$ cat src/rtl/helios_stream_fifo.sv
// -----------------------------------------------------------------------------
// helios_stream_fifo
//
// Synchronous valid/ready stream FIFO with first-word-fall-through output.
// Used between the host/test interface and the Helios decoder core to carry
// syndrome words in and root/cycle/iteration report words out. Words pass
// through unmodified and in order; the FIFO only absorbs stalls on either side.
//
// Ports
//   clk           in   1      single clock, all logic on posedge
//   reset         in   1      synchronous, active-high reset
//   input_data    in   WIDTH  write-side word
//   input_valid   in   1      write side offers input_data
//   input_ready   out  1      FIFO can accept a word this cycle
//   output_data   out  WIDTH  head-of-queue word, zero when empty
//   output_valid  out  1      output_data holds a valid word
//   output_ready  in   1      read side consumes the head word this cycle
// -----------------------------------------------------------------------------
module helios_stream_fifo #(
  parameter int unsigned WIDTH = 32,
  parameter int unsigned DEPTH = 128
) (
  input  logic             clk,
  input  logic             reset,
  input  logic [WIDTH-1:0] input_data,
  input  logic             input_valid,
  output logic             input_ready,
  output logic [WIDTH-1:0] output_data,
  output logic             output_valid,
  input  logic             output_ready
);

  localparam int unsigned PTR_W = (DEPTH > 1) ? $clog2(DEPTH) : 1;
  localparam int unsigned CNT_W = $clog2(DEPTH + 1);

  logic [WIDTH-1:0] mem [DEPTH];
  logic [PTR_W-1:0] rd_ptr;
  logic [PTR_W-1:0] wr_ptr;
  logic [CNT_W-1:0] count;
  logic             push;
  logic             pop;

  // Pointers wrap explicitly so DEPTH need not be a power of two.
  function automatic logic [PTR_W-1:0] next_ptr(input logic [PTR_W-1:0] p);
    return (p == PTR_W'(DEPTH - 1)) ? '0 : p + PTR_W'(1);
  endfunction

  // Both handshake flags come from registered count only, so there is no
  // combinational path from output_ready to input_ready: a full FIFO refuses
  // a write even when the head is popped in the same cycle.
  assign input_ready  = (count != CNT_W'(DEPTH));
  assign output_valid = (count != '0);
  assign output_data  = output_valid ? mem[rd_ptr] : '0;

  assign push = input_valid  & input_ready;
  assign pop  = output_valid & output_ready;

  always_ff @(posedge clk) begin
    if (reset) begin
      rd_ptr <= '0;
      wr_ptr <= '0;
      count  <= '0;
    end else begin
      if (push) wr_ptr <= next_ptr(wr_ptr);
      if (pop)  rd_ptr <= next_ptr(rd_ptr);
      unique case ({push, pop})
        2'b10:   count <= count + CNT_W'(1);
        2'b01:   count <= count - CNT_W'(1);
        default: count <= count;
      endcase
    end
  end

  // NOTE: the storage array has no reset; stale entries are never visible
  // because output_data is masked by count, and leaving it unreset lets the
  // array map onto plain RAM.
  always_ff @(posedge clk) begin
    if (push && !reset) mem[wr_ptr] <= input_data;
  end

endmodule

$ cat config.mk
export PLATFORM = sky130hd
export DESIGN_NAME = helios_stream_fifo
export DESIGN_NICKNAME = d
export VERILOG_FILES = /design/src/rtl/helios_stream_fifo.sv
export SDC_FILE = /design/constraint.sdc
export NUM_CORES = 2
export LEC_CHECK = 0
export ABC_AREA = 0
export BUFFER_PORTS_ARGS = -buffer_cell sky130_fd_sc_hd__buf_2
export CORE_MARGIN = 2
export CORE_UTILIZATION = 50
export DETAILED_ROUTE_END_ITERATION = 10
export PLACE_DENSITY = 0.62
export SLEW_MARGIN = 0
export SYNTH_ARGS = -nofsm -noshare
export SYNTH_HDL_FRONTEND = slang
export SYNTH_SLANG_ARGS = --single-unit
export TNS_END_PERCENT = 10
$ cat constraint.sdc
create_clock -name clk -period 4.9 [get_ports clk]
set_clock_uncertainty 0.2 [all_clocks]
set_input_delay 0.49 -clock clk [delete_from_list [all_inputs] [get_ports clk]]
set_output_delay 0.49 -clock clk [all_outputs]
set_load 0.05 [all_outputs]
==> results.env <==
RUN_STATUS='finished, violations left'
FAILED_CHECKS='negative setup slack'
RELSLEWSLACK=0.133
VIAS=78600
PEAKVDDDROP_mV=0.518
HOLD_WS_PS=27.0
PERIOD_SHARE=1.03
NETS=7845
NETLIST.TOP_CELL.BY_AREA='edfxtp_1'
FIRST_PASS_GRT_WIRE_LENGTH_MM=605
TIMING_WORST_SLEW_PIN_VALUE_PS=1300
FLOORPLAN.ROWS=205
DRT_PASS1_ITERATIONS=6
HOLDPATHSTAGES=1
POWER_PER_CELL_AREA_nW_PER_UM2=474
LAYOUT_COMMONEST_CELL='edfxtp_1'
TIMING.FMAX_MHz=199
DPL.HPWL_MM=255
PLACE_WORST_SETUP_SLACK_PS=-187
NET-SWITCHING-POWER_W=0.0230
ROUTE.DETAILED.VIAS_PER_INST=6.40
ANTENNA_FOUND_INITIAL=19
RSZ_0062_RAISED_AFTER_GLOBAL_ROUTING='yes'
FIRST_GLOBAL_VIAS=77000
FINISH.UTILIZATION=0.586
AVGROUTEDWIREPERCELL_UM=35.3
MIN_FROM='input_data[4]'
CLOCK_POWER_SHARE=0.353
MAX_CAP_VIOLATIONS=0
CRITPATHKIND='flop to output port'
BOUNDARYPINS=70
FINAL_LAYOUT_SIZE_SUFFIX_GT1_FRAC=0.304
PLACEABLECOREAREA_UM2=312000
CLOCK_INSERTION_DELAY_WORST_SKEW_PS=950
OVERALL_OVERFLOW_REMAINING_AFTER_GLOBAL_ROUTE=0
FLOORPLAN.DIE.HEIGHT_UM=565
SYNTH.AVG_CELL_AREA_UM2=21.9
TIMING.CRITICAL_PATH.FROM_TYPE='flop'
POSTSYNTHREGISTERBITS=4125
HOLDPATHEND='mem[30][4]$_DFFE_PP_'
FF2FF_SETUP_SLACK_PS=750
MAPPEDNETLISTNETS=7227
SYNTH.YOSYS.WARNINGS=0
INITIAL_UTILIZATION=0.503
SEQ_AREA_FRAC_SYNTH=0.786
PORTBUFFERS=69
NETSWITCHINGFRACTION=0.266
YOSYS-TOP-CELLS-AREA='edfxtp_1 (78%), mux4_2 (11%), mux2i_1 (2.8%)'
POWER.SHARE.SEQUENTIAL=0.450
MOST-COMMON-LAYOUT-CELLS='edfxtp_1 (4096), mux4_2 (802), buf_4 (432)'
LAYOUT-AREA-OVERHEAD-VS-SYNTH_PCT=16.3
CELLLEAKAGEPOWER_nW=55.3
SYNTHFLOPTYPE='edfxtp_1'
SYN-INSTANCE-COUNT=7181
MAXIMUM_FANOUT_COUNT_ALONG_THE_CRITICAL_PATH=46
CP_DATA_REQUIRED_TIME_PS=4210
ROOT_BUFFER='clkbuf_16'
CLOCK_SINK_COUNT=4125
DRCVIOLATIONCOUNT=0
P_INT_W=0.0636
INITIALDRTVIOLATIONCOUNT=10700
COUNT_OF_FLIP_FLOPS_WITH_A_BUILT_IN_ENABLE_AFTER_SYNTHESIS=4096
DIE-AREA_UM2=319000
ASYNCSETRESETFLOPFRACSYNTH=0
TRACK_USAGE=0.272
CTS-BUFFERS-INSERTED=411
NETLIST-CELL-TYPE-COUNT=57
CLK_PIN_SLEW_WORST_PATHS_PS=60
DETAIL-ROUTE-ANTENNA-NETS=0
ROUTE.FINAL.WIRE_LENGTH_MM=434
MIN_CYCLE_TIME_LAYOUT_PS=5030
GRT_MAX_DEGREE=129
FLOORPLAN.DIE.WIDTH_UM=565
TIMING.FINAL.WS_SETUP_PS=-126
CRIT-REG2REG-LAUNCH='count[0]$_SDFFE_PP0P_'
WORST_EP_ARRIVAL_TIME_PS=4340
TIMING.FINAL.SETUP_VIOLATIONS=6
WORST_R2R_PATH_DEPTH=7
NETLIST.AREA_LEADER.SHARE=0.782
CTS_TREE='yes'
CTS-ROOT-TO-SINK-BUFFERS=4
R2R_END='mem[25][30]$_DFFE_PP_'
FINAL_HOLD_VIOL_COUNT=0
PLACE.GP.CONGESTION=0.847
SYN_AREA_UM2=157000
NFILLCELLS=22100
SHARE_COMB_OF_TOTAL_POWER=0.198
SLEW_VIOLATIONS=0
HTREE_LEVELS=5
WORSTHOLDPATHTYPE='input pin to flop'
END_KIND='output port'
[worst max-delay path by stage]
stage,cells after the start,end,slack [ps]
3_5_place_dp,9,output_data[20],-190
2_1_floorplan,7,mem[111][0]$_DFFE_PP_,1390
3_3_place_gp,7,output_data[24],-520
6_report,12,output_data[30],-130
5_1_grt,11,output_data[8],-80
4_1_cts,9,output_data[7],-90
[metrics by stage]
stage | instances | area [µm²] | power (W) | setup TNS, ps
final | 12300 | 183000 | 0.0866 | -311
after global routing | 12300 | 183000 | 0.0891 | -521
after CTS | 12300 | 183000 | 0.0870 | -430
after detailed placement | 11500 | 167000 | 0.0552 | -269
after global placement | 11500 | 167000 | 0.0551 | -904
after floorplan | 7181 | 157000 | 0.0494 | 0
[flip-flops by register name (all words and copies together) (netlist names), named ones only]
name	cells
count	8
mem	4096
rd_ptr	7
wr_ptr	7
[synth_stat cells (29+ instances only)]
master,n
a2111oi_0,41
nand4_1,38
a21oi_1,70
mux2_2,126
mux4_2,802
o31ai_1,31
o22ai_1,129
a211oi_1,72
buf_4,37
clkbuf_1,186
nor2_1,216
o221ai_1,32
a22oi_1,131
o21ai_1,48
edfxtp_1,4096
nand2_1,130
a221oi_1,89
buf_2,146
dfxtp_1,29
nand3_1,104
mux2i_1,447
[cells by family after synthesis]
| group | count (synthesis) | synth area share |
|---|---|---|
| xor gates and xnor gates | 13 | 0.000724 |
| DFF | 4125 | 0.786 |
| adders and majority gates | 10 | 0.000843 |
| AOI/OAI and AO/OA | 701 | 0.0321 |
| buffers and inverters | 423 | 0.0131 |
| and+or+nand+nor | 534 | 0.0152 |
| muxes | 1375 | 0.152 |
[power groups by stage]
| stage | Sequential (W) | Clock, W | Combinational (W) |
|---|---|---|---|
| floorplan | 0.0397 | 0 | 0.00977 |
| CTS | 0.0389 | 0.0309 | 0.0172 |
| global placement | 0.0397 | 0 | 0.0154 |
| finish | 0.0389 | 0.0305 | 0.0171 |
| detailed placement | 0.0397 | 0 | 0.0155 |
| global route | 0.0389 | 0.0322 | 0.0179 |
[critical path, stage by stage (launching register included)]
cell and delay (ps):
dfxtp_4 380, buf_4 150, bufbuf_16 280, nand3b_1 220, buf_12 240, o22ai_1 160, a211oi_1 80, buf_4 180
a22oi_2 420, buf_4 200, nand4b_1 530, o21ai_4 360, buf_12 180
[what timing repair did]
action | in CTS | in global routing
pin swaps | 34 | 9
endpoints found under the hold margin | 546 | 0
gates resized for setup | 318 | 49
setup endpoints to repair | 32 | 29
gates cloned | 19 | 1
hold buffers | 24 | 0
setup buffers | 28 | 2
[metal layers]
metal / vias to the layer above / share of wire / track usage
met5: - / 0.000067 / 0
met4: 6 / 0.040 / 0.0996
met3: 621 / 0.092 / 0.0534
met2: 3988 / 0.47 / 0.422
met1: 42300 / 0.40 / 0.387
li1: 31800 / - / -
[area by class of cell]
class | count | area (µm²) | area share
antenna | 14 | 35.0 | 0.000192
clock buffer | 496 | 10700 | 0.0584
clock inverter | 260 | 2430 | 0.0133
inverter | 9 | 33.8 | 0.000185
multi-input combinational | 2634 | 34200 | 0.187
sequential | 4125 | 124000 | 0.676
tap | 4140 | 5180 | 0.0283
timing repair buffer | 618 | 6730 | 0.0368
Power figures use the tool's default switching activity.
